File: src/rtl/mux_wd_pkg.sv
// Shared constants for the registered write-data select: source indices and
// the built-in constant returned on index 0.
package mux_wd_pkg;

   localparam int unsigned SRC_CONST  = 0;
   localparam int unsigned SRC_ALUOUT = 1;
   localparam int unsigned SRC_MEM    = 2;
   localparam int unsigned SRC_MDR    = 3;
   localparam int unsigned SRC_HI     = 4;
   localparam int unsigned SRC_LO     = 5;
   localparam int unsigned SRC_SHIFT  = 6;
   localparam int unsigned SRC_PC4    = 7;

   localparam int unsigned CONST_227  = 227;

endpackage

File: src/rtl/mux_wd_pipe_if.sv
// Write-back bus: upstream offer, register-file port and forwarding lookup.
// master drives the request side, slave is the mux_wd_pipe block.
interface mux_wd_pipe_if #(
   parameter int unsigned DATA_W = 32,
   parameter int unsigned N_SRC  = 8,
   parameter int unsigned SEL_W  = 4,
   parameter int unsigned ADDR_W = 5
);

   logic                    in_valid;
   logic                    in_ready;
   logic [SEL_W-1:0]        sel;
   logic [N_SRC*DATA_W-1:0] src_data;
   logic [ADDR_W-1:0]       in_addr;
   logic                    in_we;

   logic                    out_valid;
   logic                    out_ready;
   logic [DATA_W-1:0]       wd_data;
   logic [ADDR_W-1:0]       wd_addr;
   logic                    wd_we;

   logic [ADDR_W-1:0]       fwd_addr;
   logic                    fwd_hit;
   logic [DATA_W-1:0]       fwd_data;

   logic                    sel_err;

   modport master (
      output in_valid, sel, src_data, in_addr, in_we, out_ready, fwd_addr,
      input  in_ready, out_valid, wd_data, wd_addr, wd_we, fwd_hit, fwd_data, sel_err
   );

   modport slave (
      input  in_valid, sel, src_data, in_addr, in_we, out_ready, fwd_addr,
      output in_ready, out_valid, wd_data, wd_addr, wd_we, fwd_hit, fwd_data, sel_err
   );

endinterface

File: src/rtl/wd_skid_buffer.sv
// Two-entry FIFO (head + skid) with valid/ready on both sides; all payload
// storage of the write-back pipe lives here.
module wd_skid_buffer #(
   parameter int unsigned W = 38
) (
   input  logic         clk,
   input  logic         reset,
   input  logic         push_valid,
   output logic         push_ready,
   input  logic [W-1:0] push_data,
   output logic         pop_valid,
   input  logic         pop_ready,
   output logic [W-1:0] pop_data,
   output logic         skid_valid,
   output logic [W-1:0] skid_data
);

   logic [W-1:0] head_q, head_d, skid_q, skid_d;
   logic         head_valid_q, head_valid_d, skid_valid_q, skid_valid_d;
   logic         ready_q, ready_d;
   logic         push, pop;

   assign push = push_valid && ready_q;
   assign pop  = head_valid_q && pop_ready;

   always_comb begin
      head_d       = head_q;
      head_valid_d = head_valid_q;
      skid_d       = skid_q;
      skid_valid_d = skid_valid_q;
      if (!head_valid_q) begin
         if (push) begin
            head_d       = push_data;
            head_valid_d = 1'b1;
         end
      end else if (!skid_valid_q) begin
         if (push && pop) begin
            head_d = push_data;
         end else if (push) begin
            skid_d       = push_data;
            skid_valid_d = 1'b1;
         end else if (pop) begin
            head_valid_d = 1'b0;
         end
      end else if (pop) begin
         // Full: ready is low, so only the skid-to-head move can happen.
         head_d       = skid_q;
         skid_valid_d = 1'b0;
      end
      ready_d = !skid_valid_d;
   end

   always_ff @(posedge clk or negedge reset) begin
      if (!reset) begin
         head_q       <= '0;
         head_valid_q <= 1'b0;
         skid_q       <= '0;
         skid_valid_q <= 1'b0;
         ready_q      <= 1'b1;
      end else begin
         head_q       <= head_d;
         head_valid_q <= head_valid_d;
         skid_q       <= skid_d;
         skid_valid_q <= skid_valid_d;
         ready_q      <= ready_d;
      end
   end

   assign push_ready = ready_q;
   assign pop_valid  = head_valid_q;
   assign pop_data   = head_q;
   assign skid_valid = skid_valid_q;
   assign skid_data  = skid_q;

endmodule

File: src/rtl/mux_wd_pipe.sv
// Registered register-file write-data select: source mux, zero-register rule,
// sticky select error and forwarding lookup in front of a 2-entry skid buffer.
module mux_wd_pipe
   import mux_wd_pkg::*;
#(
   parameter int unsigned DATA_W    = 32,
   parameter int unsigned N_SRC     = 8,
   parameter int unsigned SEL_W     = 4,
   parameter int unsigned ADDR_W    = 5,
   parameter int unsigned CONST_VAL = CONST_227
) (
   input logic           clk,
   input logic           reset,
   mux_wd_pipe_if.slave  bus
);

   localparam int unsigned PW = DATA_W + ADDR_W + 1;

   logic [DATA_W-1:0] sel_data;
   logic              sel_oor;
   logic              cap_we;
   logic [PW-1:0]     push_data, head, skid;
   logic              head_valid, skid_valid;
   logic              accept;
   logic              sel_err_q;
   logic              hit;
   logic [DATA_W-1:0] hit_data;
   logic              unused_src0;

   // Slice 0 is replaced by the built-in constant.
   assign unused_src0 = ^bus.src_data[DATA_W-1:0];

   always_comb begin
      sel_data = '0;
      sel_oor  = 1'b1;
      if (bus.sel == '0) begin
         sel_data = DATA_W'(CONST_VAL);
         sel_oor  = 1'b0;
      end
      for (int unsigned i = 1; i < N_SRC; i++) begin
         if (bus.sel == SEL_W'(i)) begin
            sel_data = bus.src_data[i*DATA_W +: DATA_W];
            sel_oor  = 1'b0;
         end
      end
   end

   assign cap_we    = bus.in_we && (bus.in_addr != '0);
   assign push_data = {sel_data, bus.in_addr, cap_we};
   assign accept    = bus.in_valid && bus.in_ready;

   wd_skid_buffer #(
      .W (PW)
   ) u_buf (
      .clk        (clk),
      .reset      (reset),
      .push_valid (bus.in_valid),
      .push_ready (bus.in_ready),
      .push_data  (push_data),
      .pop_valid  (head_valid),
      .pop_ready  (bus.out_ready),
      .pop_data   (head),
      .skid_valid (skid_valid),
      .skid_data  (skid)
   );

   always_ff @(posedge clk or negedge reset) begin
      if (!reset) begin
         sel_err_q <= 1'b0;
      end else if (accept && sel_oor) begin
         sel_err_q <= 1'b1;
      end
   end

   // Skid is the younger entry, so it is checked last and overrides the head.
   always_comb begin
      hit      = 1'b0;
      hit_data = '0;
      if (bus.fwd_addr != '0) begin
         if (head_valid && head[0] && (head[ADDR_W:1] == bus.fwd_addr)) begin
            hit      = 1'b1;
            hit_data = head[PW-1 -: DATA_W];
         end
         if (skid_valid && skid[0] && (skid[ADDR_W:1] == bus.fwd_addr)) begin
            hit      = 1'b1;
            hit_data = skid[PW-1 -: DATA_W];
         end
      end
   end

   assign bus.out_valid = head_valid;
   assign bus.wd_data   = head[PW-1 -: DATA_W];
   assign bus.wd_addr   = head[ADDR_W:1];
   assign bus.wd_we     = head[0] && head_valid;
   assign bus.fwd_hit   = hit;
   assign bus.fwd_data  = hit_data;
   assign bus.sel_err   = sel_err_q;

endmodule

File: src/flat_wrapper.sv
// flat-port wrapper written by rule: the top's interface ports become plain ports
module mux_wd_pipe_flat import mux_wd_pkg::*;
#(
   parameter int unsigned DATA_W    = 32,
   parameter int unsigned N_SRC     = 8,
   parameter int unsigned SEL_W     = 4,
   parameter int unsigned ADDR_W    = 5,
   parameter int unsigned CONST_VAL = CONST_227
)
  (clk, reset, bus_in_valid, bus_sel, bus_src_data, bus_in_addr, bus_in_we, bus_out_ready, bus_fwd_addr, bus_in_ready, bus_out_valid, bus_wd_data, bus_wd_addr, bus_wd_we, bus_fwd_hit, bus_fwd_data, bus_sel_err);
  mux_wd_pipe_if #(.DATA_W(DATA_W), .N_SRC(N_SRC), .SEL_W(SEL_W), .ADDR_W(ADDR_W)) bus_i ();
  input logic clk;
  input logic reset;
  input wire logic [$bits(bus_i.in_valid)-1:0] bus_in_valid;
  input wire logic [$bits(bus_i.sel)-1:0] bus_sel;
  input wire logic [$bits(bus_i.src_data)-1:0] bus_src_data;
  input wire logic [$bits(bus_i.in_addr)-1:0] bus_in_addr;
  input wire logic [$bits(bus_i.in_we)-1:0] bus_in_we;
  input wire logic [$bits(bus_i.out_ready)-1:0] bus_out_ready;
  input wire logic [$bits(bus_i.fwd_addr)-1:0] bus_fwd_addr;
  output wire logic [$bits(bus_i.in_ready)-1:0] bus_in_ready;
  output wire logic [$bits(bus_i.out_valid)-1:0] bus_out_valid;
  output wire logic [$bits(bus_i.wd_data)-1:0] bus_wd_data;
  output wire logic [$bits(bus_i.wd_addr)-1:0] bus_wd_addr;
  output wire logic [$bits(bus_i.wd_we)-1:0] bus_wd_we;
  output wire logic [$bits(bus_i.fwd_hit)-1:0] bus_fwd_hit;
  output wire logic [$bits(bus_i.fwd_data)-1:0] bus_fwd_data;
  output wire logic [$bits(bus_i.sel_err)-1:0] bus_sel_err;
  assign bus_i.in_valid = bus_in_valid;
  assign bus_i.sel = bus_sel;
  assign bus_i.src_data = bus_src_data;
  assign bus_i.in_addr = bus_in_addr;
  assign bus_i.in_we = bus_in_we;
  assign bus_i.out_ready = bus_out_ready;
  assign bus_i.fwd_addr = bus_fwd_addr;
  assign bus_in_ready = bus_i.in_ready;
  assign bus_out_valid = bus_i.out_valid;
  assign bus_wd_data = bus_i.wd_data;
  assign bus_wd_addr = bus_i.wd_addr;
  assign bus_wd_we = bus_i.wd_we;
  assign bus_fwd_hit = bus_i.fwd_hit;
  assign bus_fwd_data = bus_i.fwd_data;
  assign bus_sel_err = bus_i.sel_err;
  mux_wd_pipe #(.DATA_W(DATA_W), .N_SRC(N_SRC), .SEL_W(SEL_W), .ADDR_W(ADDR_W), .CONST_VAL(CONST_VAL)) u_core (.clk(clk), .reset(reset), .bus(bus_i));
endmodule
File: config.mk
export PLATFORM = sky130hd
export DESIGN_NAME = mux_wd_pipe_flat
export DESIGN_NICKNAME = d
export VERILOG_FILES = /design/src/rtl/mux_wd_pkg.sv /design/src/rtl/mux_wd_pipe_if.sv /design/src/rtl/wd_skid_buffer.sv /design/src/rtl/mux_wd_pipe.sv /design/src/flat_wrapper.sv
export SDC_FILE = /design/constraint.sdc
export NUM_CORES = 1
export LEC_CHECK = 0
export BUFFER_PORTS_ARGS = -buffer_cell sky130_fd_sc_hd__buf_4
export CAP_MARGIN = 20
export CORE_AREA = 5 5 133 135
export DETAILED_ROUTE_END_ITERATION = 7
export DIE_AREA = 0 0 138 140
export GPL_TIMING_DRIVEN = 0
export PLACE_DENSITY = 0.76
export SLEW_MARGIN = 0
export SYNTH_ARGS = -nofsm -noshare
export SYNTH_HDL_FRONTEND = slang
export SYNTH_HIERARCHICAL = 1
export SYNTH_SLANG_ARGS = --single-unit
File: constraint.sdc
create_clock -name clk -period 2.81 [get_ports clk]
set_clock_uncertainty 0.2 [all_clocks]
set_input_delay 0.4215 -clock clk [delete_from_list [all_inputs] [get_ports clk]]
set_output_delay 0.4215 -clock clk [all_outputs]
set_load 0.005 [all_outputs]
Yosys cells after proc, flatten, opt, wreduce, memory -nomap -nowiden
Cells that the tools add are included.

cells by class
  eq/ne operators = 11
  muxes and demuxes = 36
  bitwise gates (word level) = 2
  reductions and logical operators = 16

operator list
  operator              number
  $mux W32              10
  $mux W38              5
  $mux W1               20
  $eq A4 B3 Y1 const B  4
  $eq A5 B5 Y1          2
  $reduce_bool A5 Y1    2
  $logic_and A1 B1 Y1   9
  $eq A4 B2 Y1 const B  2
  $mux W8               1
  $eq A4 B1 Y1 const B  1
  $logic_not A4 Y1      1
  $reduce_and A4 Y1     1
  $ne A3 B1 Y1 const B  1
  $ne A3 B2 Y1 const B  1
  $reduce_and A3 Y1     1
  $not A1 Y1            2
  $reduce_bool A2 Y1    1
  $logic_not A1 Y1      1

storage, ports and cells
  flip-flop bits (word level) = 80
  input port bits = 275
  output and inout port bits = 74
  logic and storage cells = 71

Logic depth before layout (Yosys ltp)
Gate-level depths: netlist of run 1.

  depth in word-level cells = 12
  depth in mapped cells = 10
  gate-level depth less buffers = 6

Modules after synthesis
The synthesis of run 1 kept the hierarchy.

by module, submodules not included
  module          instances  cells an instance  area an instance (um^2)  sequential area each (um^2)
  wd_skid_buffer  1          215                3470.8                   1978.1
  mux_wd_pipe     1          444                3103.0                   25.0

Worst setup path before layout of run 1
OpenSTA, ideal clock, no wires.

  kind = input -> register
  start point = input bus_sel[0]
  end point = register u_core.u_buf.head_q[20], in the netlist u_core/u_buf/pop_data[20]
  library setup time = 0.125 ns
  arrival time = 1.955 ns
  data required time = 2.485 ns
  path slack = 0.531 ns
  cell stages on the path = 9
  buffers on the path = 3
  path through = buf_2 > or2_1 > buf_2 > buf_2 > a2bb2oi_1 > a22oi_1 > o21ai_1 > mux2_2 > mux2_2

on the way
  word-level cells in the longest chain between the ends = 11
  elaborated cells on any way between the ends = 18
  classes of those cells = 7 x eq/ne; 11 x mux

RTL lines
  what                     RTL line              RTL
  start: declaration       flat_wrapper.sv:15    input wire logic [$bits(bus_i.sel)-1:0] bus_sel;
  $eq A4 B1 Y1             mux_wd_pipe.sv:41     if (bus.sel == SEL_W'(i)) begin
  $mux W32 (6 in series)   mux_wd_pipe.sv:41
  $mux W32 (*)             mux_wd_pipe.sv:41
  via u_core.sel_data[14]  mux_wd_pipe.sv:19     logic [DATA_W-1:0] sel_data;
  $mux W38                 wd_skid_buffer.sv:37  if (push && pop) begin
  $mux W38                 wd_skid_buffer.sv:36  end else if (!skid_valid_q) begin
  $mux W38 (*)             wd_skid_buffer.sv:31  if (!head_valid_q) begin
  end signal: assignment   wd_skid_buffer.sv:55  head_q <= '0;
  end signal: assignment   wd_skid_buffer.sv:61  head_q <= head_d;
  end: declaration         wd_skid_buffer.sv:18  logic [W-1:0] head_q, head_d, skid_q, skid_d;

Mark *: on every way through the listed nets, which the timed path passes. The rest lies on a longest branch. The select of a mux whose other input is x is not followed.
A chain may end at the register's enable or synchronous reset.

Worst setup path after layout of run 1
  start point = register u_core.u_buf.skid_q[1], in the netlist u_core/u_buf/skid_data[1]
  end point = output bus_fwd_data[18]

on the way
  word-level cells in the longest chain between the ends = 4

RTL lines
  what                      RTL line              RTL
  start: declaration        wd_skid_buffer.sv:18
  start signal: assignment  wd_skid_buffer.sv:63  skid_q <= skid_d;
  $eq A5 B5 Y1              mux_wd_pipe.sv:84     if (skid_valid && skid[0] && (skid[ADDR_W:1] == bus.fwd_addr)) begin
  $logic_and A1 B1 Y1       mux_wd_pipe.sv:84
  $mux W32                  mux_wd_pipe.sv:84
  $mux W32                  mux_wd_pipe.sv:79     if (bus.fwd_addr != '0) begin
  end: declaration          flat_wrapper.sv:27    output wire logic [$bits(bus_i.fwd_data)-1:0] bus_fwd_data;

No other way between the ends.

==> results of run 1 <==
## sequential cells by signal, indices dropped and copies added (netlist names), named ones only
| name | count |
|---|---|
| u_core/bus.sel_err | 1 |
| u_core/u_buf/pop_data | 38 |
| u_core/u_buf/push_ready | 1 |
| u_core/u_buf/pop_valid | 1 |
| u_core/u_buf/skid_data | 38 |
## worst reg2reg max path: cells and delay by family (launching register included)
family	cells	cell delay, ns
buffers and inverters	2	0.63
AND/OR/NAND/NOR	1	0.13
multiplexers	2	0.64
flip-flops	1	0.46
## placed cells by master, fill, tap and decap left out, types with 3 or more instances in the layout
cell type	instances
buf_4	321
mux2_2	111
dfrtp_1	79
nor2_1	42
a2bb2oi_1	36
o21ai_0	34
buf_2	33
a22oi_1	33
nand3_1	32
o21ai_1	31
a211oi_2	30
nand2_1	22
nand2b_1	21
mux2_4	20
a22o_1	18
mux2i_1	14
buf_6	13
a21oi_1	10
clkbuf_16	9
clkbuf_1	7
inv_1	7
o21a_1	6
o221ai_1	5
o31ai_1	5
xnor2_2	5
xnor2_1	5
clkbuf_2	4
and3_1	3
## final cells by class
type	count	area share
tap	220	0.02864
clock buffer	11	0.02525
buffer	67	0.04465
multi-input combinational	505	0.4336
clock inverter	5	0.008331
inverter	7	0.002734
sequential	80	0.2084
timing repair buffer	315	0.2484
## kinds of logic after synthesis
kind of cell	count (synthesis)	synth area share
compound gates	213	0.2495
xor+xnor	10	0.01332
buf+inv	74	0.06852
flops	80	0.3047
mux	146	0.2589
simple gates	136	0.1051
## power by group through the flow
| stage | logic [W] | registers [W] | clock network (W) |
|---|---|---|---|
| final | 0.00285 | 0.00207 | 0.00128 |
| after global routing | 0.00304 | 0.00214 | 0.00134 |
| after CTS | 0.00281 | 0.00205 | 0.00129 |
| after detailed placement | 0.00279 | 0.00206 | 0 |
| after global placement | 0.00274 | 0.00204 | 0 |
| after floorplan | 0.00172 | 0.00196 | 0 |
## routing by layer
| layer | GRT usage | vias up | part of all wire | wire [um] |
|---|---|---|---|---|
| li1 | - | 3131 | - | - |
| met1 | 0.3369 | 3310 | 0.42 | 11040 |
| met2 | 0.4273 | 325 | 0.48 | 12880 |
| met3 | 0.06544 | 39 | 0.077 | 2033 |
| met4 | 0.07228 | 0 | 0.023 | 623 |
| met5 | 0 | - | 0 | 0 |
## stage by stage
| stage | setup TNS [ns] | utilization |
|---|---|---|
| after floorplan | 0 | - |
| after global placement | -0.09634 | 0.5627 |
| after detailed placement | -0.1618 | 0.5627 |
| after CTS | 0 | 0.5825 |
| after global routing | -0.08266 | 0.5879 |
| final | 0 | 0.5879 |
## how the worst min path moves through the flow
stage	to	slack, ns	depth (start not counted)
final	flip-flop	0.1	2
after floorplan	u_core/bus.sel_err	-0.07	0
after CTS	flip-flop	0.09	2
after global placement	u_core/bus.sel_err	0.25	1
after global routing	flip-flop	0.10	2
after detailed placement	u_core/bus.sel_err	0.27	1
## what timing repair did
| item | in CTS | in global routing |
|---|---|---|
| endpoints found under the setup margin | 2 | 30 |
| gates resized for setup | 1 | 11 |
| hold buffers | 0 | 1 |
| hold endpoints to repair | 0 | 9 |
| setup buffers | 0 | 0 |
| pin swaps | 0 | 2 |
==> qor.yml, run 1 <==
timing:
  setup_viol: 0
  slew_headroom: 0.5325
  fin_ws_ns: 0.07920
  finalWorstPathRequiredPeriod_ns: 2.731
  worstMarginPinSlew_ns: 0.7012
  whs_ns: 0.09664
  fmax_ghz: 0.3662
  fin_crit_sh: 0.9718
  hold_viol_final: 0
  slew_viol_final: 0
detailed_routing:
  vias: 6805
  drc: 0
  routed_wl_um: 26570
  dr.pass1.iters: 5
  antenna_left: 0
  wl_per_cell_um: 21.96
  first_iter_violations: 478
  vias_per_cell: 5.624
finish:
  stdcell_area_um2: 9612
  layout-drive-gt1-share: 0.5707
  antennaDiodeCount: 0
  fillers: 1484
  stdcell_count: 1210
  multi_input_area_um2: 4168
  area_delta_synth_final_pct: 46.21
  nets: 1260
  seqCellArea_um2: 2003
floorplanning:
  core-area_um2: 16350
  die_w_um: 138
  num_rows: 47
  fp.dieH_um: 140
  ios: 349
  initial_core_util: 0.4021
  die_area_um2: 19320
worst_setup_path:
  crit_buf_inv: 2
  cp_max_fo: 10
  r2r_end: "u_core/u_buf/pop_data[26]"
  path_cells: "xnor2_2 > nand4_2 > o22a_4 > buf_6 > a211oi_2 > buf_4"
  crit_required_ns: 2.19
  r2r_setup_slack_ns: 0.64
  critPathMaxStageDelay_ns: 0.42
  startpoint_type: "flip-flop"
  reg2reg_depth: 5
  critPathKind: "reg -> out"
  cp_top_family: "compound AO/OA/AOI/OAI gates"
  r2r_start: "u_core/u_buf/pop_valid"
  cp.depth: 6
  cp.arrival_ns: 2.11
  cp_slowest_cell: "dfrtp_1"
  endpoint_kind: "primary output"
  critPathLaunch: "u_core/u_buf/skid_data[1]"
  cp-endpoint: "bus_fwd_data[18]"
synthesis:
  synth_edf_count: 0
  synth_seq_cells: 80
  yosysSeqAreaShare: 0.3047
  synth_flop_cell: "dfrtp_1"
  yosys.area.top_type_share: 0.3007
  ys_top_cells_by_area: "dfrtp_1 30%, mux2_2 19%, a211oi_2 5.5%"
  ys.warnings.count: 6
  synth_largest_area_cell: "dfrtp_1"
  synthTopCellsByCount: "111 x mux2_2, 79 x dfrtp_1, 42 x nor2_1"
  mappedNetlistNets: 934
  synth.distinct_cells: 45
  syn-cell-area_um2: 6574
  postSynthCellCount: 659
  synth.most_common_cell: "mux2_2"
  async_reset_ff_frac: 1.000
  syn_avg_cell_area_um2: 9.975
global_route:
  grt_pass1_wl_um: 39560
  grt_pass1_vias: 6878
  track_usage: 0.2584
  grt_max_degree: 81
  antenna_found_initial: 0
  overflow: 0
run:
  maxCapViolCount: 0
clock_tree:
  clockBufferDepth: 2
  cts_tree: "yes"
  htree_levels: 3
  numCtsBuffers: 9
  cts.sinks: 80
  worstSkewPairLatency_ns: 0.34
  cts_root_buffer: "clkbuf_16"
  clkTransAtPathRegs_ns: 0.06
power:
  peakVddDrop_mv: 0.6477
  p_switching_w: 0.002124
  clkPwrFrac: 0.206
  p_int_w: 0.004076
  power_frac_comb: 0.460
  p_leak_nw: 4.524
  sequentialPowerShare: 0.334
  total_power_w: 0.006201
  swShare: 0.3426
  power.density_nw_per_um2: 645.1
hold_path:
  hp-class: "in -> reg"
  hold_start: "bus_out_ready"
placement:
  gp_congestion: 0.9877
  port_buffers: 313
  placedInstanceArea_um2: 9199
  dp_cells: 1192
  pre_cts_slack_ns: -0.08539
  dpl.hpwl_um: 20900
outcome:
  status: "finished, final reports clean"
Note: power is estimated with default switching activity, not from simulation.
==> run 2, diff against run 1 <==
--- a/config.mk
+++ b/config.mk
@@ -10,8 +10,8 @@
 export CORE_AREA = 5 5 133 135
 export DETAILED_ROUTE_END_ITERATION = 7
 export DIE_AREA = 0 0 138 140
-export GPL_TIMING_DRIVEN = 0
 export PLACE_DENSITY = 0.76
+export REMOVE_ABC_BUFFERS = 1
 export SLEW_MARGIN = 0
 export SYNTH_ARGS = -nofsm -noshare
 export SYNTH_HDL_FRONTEND = slang
==> qor.yml, run 2 (synthesis results as in run 1) <==
clock_tree:
  cts_root_buffer: "clkbuf_16"
  cts.sinks: 80
  worstSkewPairLatency_ns: 0.34
  cts_tree: "yes"
  clockBufferDepth: 2
  htree_levels: 3
  numCtsBuffers: 9
  clkTransAtPathRegs_ns: 0.06
timing:
  fmax_ghz: 0.3576
  fin_crit_sh: 0.9951
  setup_viol: 0
  slew_viol_final: 0
  worstMarginPinSlew_ns: 0.7081
  hold_viol_final: 0
  slew_headroom: 0.5279
  tns_ns: 0
  finalWorstPathRequiredPeriod_ns: 2.796
  fin_ws_ns: 0.01385
floorplanning:
  die_w_um: 138
  fp.dieH_um: 140
  initial_core_util: 0.4021
  core-area_um2: 16350
  ios: 349
  die_area_um2: 19320
  num_rows: 47
worst_setup_path:
  crit_buf_inv: 2
  r2r_end: "u_core/u_buf/skid_data[17]"
  cp_slowest_cell: "dfrtp_1"
  r2r_setup_slack_ns: 0.57
  crit_required_ns: 2.19
  cp.arrival_ns: 2.17
  critPathMaxStageDelay_ns: 0.40
  endpoint_kind: "primary output"
  critPathMostFrequentCell: "buf_4"
  critPathKind: "reg -> out"
  reg2reg_depth: 3
  path_cells: "xnor2_1 > nand4_2 > o22a_4 > buf_4 > a211oi_2 > buf_4"
  cp_top_family: "compound AO/OA/AOI/OAI gates"
  r2r_start: "u_core/u_buf/push_ready"
  cp_max_fo: 17
  startpoint_type: "flip-flop"
placement:
  dp_cells: 1170
  dpl.hpwl_um: 18930
  pre_cts_slack_ns: 0.1396
  gp_congestion: 0.9515
  port_buffers: 316
global_route:
  overflow: 0
  track_usage: 0.2465
  antenna_found_initial: 0
  grt_max_degree: 44
  grt_pass1_vias: 6837
  grt_pass1_wl_um: 38480
run:
  maxCapViolCount: 0
detailed_routing:
  vias_per_cell: 5.652
  drc: 0
  vias: 6749
  routed_wl_um: 25340
  wl_per_cell_um: 21.22
  antenna_left: 0
  first_iter_violations: 396
  dr.pass1.iters: 5
finish:
  nets: 1245
  layout-drive-gt1-share: 0.5678
  final_common_cell: "buf_4"
  stdcell_count: 1194
  mostFrequentLayoutCells: "359 x buf_4, 111 x mux2_2, 79 x dfrtp_1"
  area_delta_synth_final_pct: 45.60
  utilization: 0.5855
  antennaDiodeCount: 0
hold_path:
  whs_path_depth: 2
  hold_start: "bus_out_ready"
  hp-class: "in -> reg"
outcome:
  status: "finished, final reports clean"
power:
  p_leak_nw: 4.466
  power.density_nw_per_um2: 638.6
  peakVddDrop_mv: 0.8288
run 2: cell count changes in the layout (fill, tap and decap cells not counted), sizes merged:
cell,delta
clkinvlp,-2
o22a,+1
clkbuf,-11
clkinv,+1
buf,-5
run 2: how the worst max path moves through the flow:
stage	startpoint	endpoint	cells after the start
after floorplan	u_core/u_buf/pop_valid	u_core/u_buf/pop_data[0]	3
after global placement	bus_sel[1]	u_core/u_buf/pop_data[23]	8
after detailed placement	bus_sel[1]	u_core/u_buf/pop_data[36]	8
after CTS	u_core/u_buf/skid_data[3]	bus_fwd_data[11]	5
after global routing	u_core/u_buf/skid_data[2]	bus_fwd_data[24]	6
final	u_core/u_buf/skid_data[2]	bus_fwd_data[12]	6
run 2: repair_timing:
item,CTS,global route
hold buffers,1,0
hold endpoints to repair,39,0
buffers inserted,0,7
resized for setup,0,3
endpoints found under the setup margin,0,6
run 2: metrics by stage:
stage / power (W) / hold slack, ns / instance area, um^2
after global routing: 0.006444 / 0.1076 / 9572
after detailed placement: 0.004829 / 0.2564 / 9183
after CTS: 0.006086 / 0.08400 / 9495
after floorplan: 0.003547 / -0.07409 / 6150
after global placement: 0.004750 / 0.2490 / 9183
final: 0.006112 / 0.09161 / 9572
run 2: per-layer routing:
layer  GRT usage  part of all wire  routed length, um
met2      0.4229              0.50              12600
met4     0.07540             0.031                795
met3     0.06305             0.076               1925
met1      0.3057              0.40              10020
met5           0                 0                  0
run 2: area by class of cell:
type | instances | area, um^2
fillers | 1491 | 6777
multi-input cells | 506 | 4148
repair buffers | 366 | 2816
flip-flops and latches | 80 | 2003
well taps | 220 | 275.3
clock buffers | 11 | 232.7
clock inverters | 4 | 70.07
inverters | 7 | 26.28
run 2: report_power, final:
group          internal [W]  switching (W)
Clock              0.000771       0.000466
Sequential          0.00164       0.000414
Combinational       0.00161        0.00121
Total               0.00402        0.00209
